[config.mk]
export PLATFORM = sky130hd
export DESIGN_NAME = moore_sm_flat
export DESIGN_NICKNAME = d
export VERILOG_FILES = /design/src/rtl/moore_sm_if.sv /design/src/rtl/moore_sm.sv /design/src/flat_wrapper.sv
export SDC_FILE = /design/constraint.sdc
export NUM_CORES = 1
export LEC_CHECK = 0
export ABC_AREA = 0
export CAP_MARGIN = 20
export CORE_AREA = 2 2 39 41
export CTS_BUF_LIST = sky130_fd_sc_hd__clkbuf_2 sky130_fd_sc_hd__clkbuf_4 sky130_fd_sc_hd__clkbuf_8
export DETAILED_ROUTE_END_ITERATION = 7
export DIE_AREA = 0 0 41 43
export GPL_TIMING_DRIVEN = 0
export RECOVER_POWER = 100
export SYNTH_ARGS = -nofsm -noshare
export SYNTH_HDL_FRONTEND = slang
export SYNTH_SLANG_ARGS = --single-unit
export TNS_END_PERCENT = 100
[constraint.sdc]
create_clock -name clk -period 1.05 [get_ports clk]
set_input_delay 0.21 -clock clk [delete_from_list [all_inputs] [get_ports clk]]
set_output_delay 0.21 -clock clk [all_outputs]
set_load 0.005 [all_outputs]
[src/rtl/moore_sm_if.sv]
// Serial bit in, registered run-length state code out.
// Master drives the bit stream; slave is the classifier.
interface moore_sm_if;
  logic       in;
  logic [2:0] out;

  modport master (
    output in,
    input  out
  );

  modport slave (
    input  in,
    output out
  );
endinterface

[src/rtl/moore_sm.sv]
// Moore run-length classifier: counts equal consecutive bits,
// saturating at three; the state code is the output.
module moore_sm (
  input  logic        clk,
  input  logic        reset,
  moore_sm_if.slave   bus
);

  typedef enum logic [2:0] {
    IDLE  = 3'd0,
    ONE1  = 3'd1,
    ONE2  = 3'd2,
    ONE3  = 3'd3,
    ZERO1 = 3'd4,
    ZERO2 = 3'd5,
    ZERO3 = 3'd6
  } state_t;

  // Held as a plain vector so code 7 is representable and recoverable.
  logic [2:0] state_q;
  logic [2:0] state_d;

  // Next state from (state, in); code 7 and anything unknown go to IDLE.
  always_comb begin
    state_d = IDLE;
    case (state_q)
      IDLE:  state_d = bus.in ? ONE1 : ZERO1;
      ONE1:  state_d = bus.in ? ONE2 : ZERO1;
      ONE2:  state_d = bus.in ? ONE3 : ZERO1;
      ONE3:  state_d = bus.in ? ONE3 : ZERO1;
      ZERO1: state_d = bus.in ? ONE1 : ZERO2;
      ZERO2: state_d = bus.in ? ONE1 : ZERO3;
      ZERO3: state_d = bus.in ? ONE1 : ZERO3;
      default: state_d = IDLE;
    endcase
  end

  // State register; active-low reset forces IDLE without a clock.
  always_ff @(posedge clk or negedge reset) begin
    if (!reset) begin
      state_q <= IDLE;
    end else begin
      state_q <= state_d;
    end
  end

  assign bus.out = state_q;

endmodule

[src/flat_wrapper.sv]
// flat-port wrapper written by rule: the top's interface ports become plain ports
module moore_sm_flat 
  (clk, reset, bus_in, bus_out);
  moore_sm_if bus_i ();
  input  logic clk;
  input  logic reset;
  input wire logic [$bits(bus_i.in)-1:0] bus_in;
  output wire logic [$bits(bus_i.out)-1:0] bus_out;
  assign bus_i.in = bus_in;
  assign bus_out = bus_i.out;
  moore_sm u_core (.clk(clk), .reset(reset), .bus(bus_i));
endmodule
==> results by group, run 1 <==
Power and ir drop
  • Power Total: 636 uW
  • Power density over the cells: 2730 mW/mm2
  • Maximum VDD drop: 0.423 mV
  • Lkg Pwr: 0.107 nW

Hold path
  • Class of the worst hold path: input port to asynchronous set/reset pin

Synth
  • Count of cell types in the netlist: 9
  • Synthesized flop and latch total: 3
  • Top cell type's share of synthesized area: 58.8%
  • Seq/Total Area, Yosys: about three fifths
  • Area leader, netlist: dfrtp_1
  • Synthesized instance count: 12
  • Cell Area, Synth: 128 um2
  • Synth Area per Inst: 10.6 um2
  • Syn. warnings: 0
  • Net Count, Synth: 15
  • Synth top area cells: dfrtp_1 59%, a21oi_1 7.8%, a21o_2 6.9%, xor2_1 6.9%, a31oi_1 4.9%

GRT
  • Initial antenna violation count: 0
  • Grt ovf: 0
  • First-pass GRT wire length: between 600 and 700 um
  • Largest net degree at the start of global routing: 6
  • Vias in the first global route: 170
  • Gr usage total: 6.13%

Clock tree
  • Clk pin slew, worst setup/hold paths: 40 ps
  • CTS Buffer Depth: 2
  • Root Buffer: clkbuf_4
  • CTS tree: built
  • Cts hold-fix bufs: 0
  • Clk Latency, worst-skew pair: 230 ps
  • Total CTS buffers: 3
  • H-tree depth: 1
  • Clock sinks: 3

Worst setup path
  • CP startpoint kind: register
  • Kind of critical path: register to register
  • Required @ worst endpoint: 1150 ps
  • Critical path arrival: 1040 ps
  • CP Max Fanout: 5
  • Crit path capture type: register

Placed design
  • Gpl congestion: between 0.4 and 0.5
  • Placed cells: 33
  • Port bufs: 5
  • Dpl ws: -114 ps

STA
  • Fin crit share: 89.2%
  • Clk_skew: 1.82 ps
  • TNS Setup: 0 ps
  • Slew margin rel.: 87.4%
  • RSZ-0062 raised after global routing: false
  • Worst setup margin: 113 ps
  • Final setup vio count: 0
  • Worst-margin pin slew: 189 ps
  • Hold Fails Final Rpt: 0
  • Final Critical Period: ~940 ps
  • Max Clk Rate: roughly 1100 MHz
  • Final slew viol count: 0

Finish
  • P&R area growth vs syn: 82.4%
  • Fill cells: 157
  • Commonest non-fill, non-tap cell in the layout: clkbuf_4
  • Finished Layout Cells: 40
  • Most frequent cells in the layout: 4 x clkbuf_4, 3 x buf_4, 3 x dfrtp_1
  • Final nets: 28
  • Share of cells above drive strength 1: 37.5%
  • Max reg flops: 3
  • Ant diodes: 0

Route
  • Drt via density: 3.40
  • DRC Markers: 0
  • Via count: approximately 140
  • WL per Instance: 8.53 um
  • Total wire length: 341 um
  • Drt pass-1 iters: 1
  • 1st-iter DRT viols: 0
  • ANT nets after route: 0

Floorplanning
  • Die Wd: about 41 um
  • Site Rows: 14
  • Die area: 0.00176 mm2
  • Core area: around 0.0014 mm2
  • Initial Util: 9.22%
  • I/O pins: 6
  • Die Y: 43 um

Run
  • Max_cap viols: 0

Status
  • Status: finished clean
-- per-layer routing --
metal | routed length (um) | GRT usage, % | vias to the layer above
met1 | 116 | 4.84 | 63
li1 | - | - | 68
met5 | 0 | 0 | -
met3 | 25 | 1.57 | 0
met2 | 198 | 7.81 | 5
met4 | 0 | 12.0 | 0
-- critical path: stages, from the launching register on --
cell and delay (ps):
dfrtp_1 370, buf_4 150, xor2_1 150, nand2_1 60, o21ai_0 80
-- metrics by stage --
stage / hold WS [ps] / area [um2] / util, %
final: 236 / 233 / 16.8
after CTS: 162 / 250 / 18.1
after detailed placement: 412 / 198 / 14.3
after global routing: 228 / 233 / 16.8
after floorplan: -85.6 / 128 / -
after global placement: 403 / 198 / 14.3
-- Yosys cell counts, drive strengths merged --
| cell type | count |
|---|---|
| a31oi | 1 |
| a21o | 1 |
| inv | 1 |
| nand2 | 1 |
| dfrtp | 3 |
| o22ai | 1 |
| o21ai | 1 |
| xor2 | 1 |
| a21oi | 2 |
-- area by class of cell --
cell class,count,area (um2),area share [%]
Timing Repair Buffer,8,55.1,23.7
Tap cell,16,20.0,8.60
Multi-Input combinational cell,8,48.8,21.0
Sequential cell,3,75.1,32.3
Clock buffer,4,30.0,12.9
Inverter,1,3.75,1.61
-- worst paths after layout --
check	startpoint	endpoint	slack, ps	cells past startpoint
max in group asynchronous	reset	u_core.bus.out[2]	660	1
max reg2reg	u_core.bus.out[1]	u_core.bus.out[0]	110	4
min	reset	u_core.bus.out[0]	240	1
min reg2reg	u_core.bus.out[2]	u_core.bus.out[1]	570	2
max	u_core.bus.out[1]	u_core.bus.out[0]	110	4
min in group clk	u_core.bus.out[2]	u_core.bus.out[1]	570	2
-- repair_timing --
| item | CTS | global route |
|---|---|---|
| resized for setup | 6 | 3 |
| setup buffers | 3 | 0 |
| cloned | 0 | 0 |
| setup endpoints to repair | 3 | 3 |
-- logic make-up (layout without fill, tap and decap cells) --
logic type	count (synthesis)	after routing	synth area share, %
compound gates	6	6	28.4
flops	3	3	58.8
xor+xnor	1	1	6.86
simple gates	1	1	2.94
buf+inv	1	13	2.94
-- where the power goes --
group / internal, mW / switching (mW) / total [mW]
registers: 0.159 / 0.0209 / 0.180
logic: 0.122 / 0.108 / 0.230
clock network: 0.168 / 0.0581 / 0.226
total: 0.449 / 0.187 / 0.636
No activity file was read; power rests on OpenSTA's default activity.
==> run 2, diff against run 1 <==
--- a/config.mk
+++ b/config.mk
@@ -6,7 +6,7 @@
 export NUM_CORES = 1
 export LEC_CHECK = 0
 export ABC_AREA = 0
-export CAP_MARGIN = 20
+export CAP_MARGIN = 40
 export CORE_AREA = 2 2 39 41
 export CTS_BUF_LIST = sky130_fd_sc_hd__clkbuf_2 sky130_fd_sc_hd__clkbuf_4 sky130_fd_sc_hd__clkbuf_8
 export DETAILED_ROUTE_END_ITERATION = 7
==> results of run 2 <==
Final layout, timing and power as in run 1 (identical DEF).
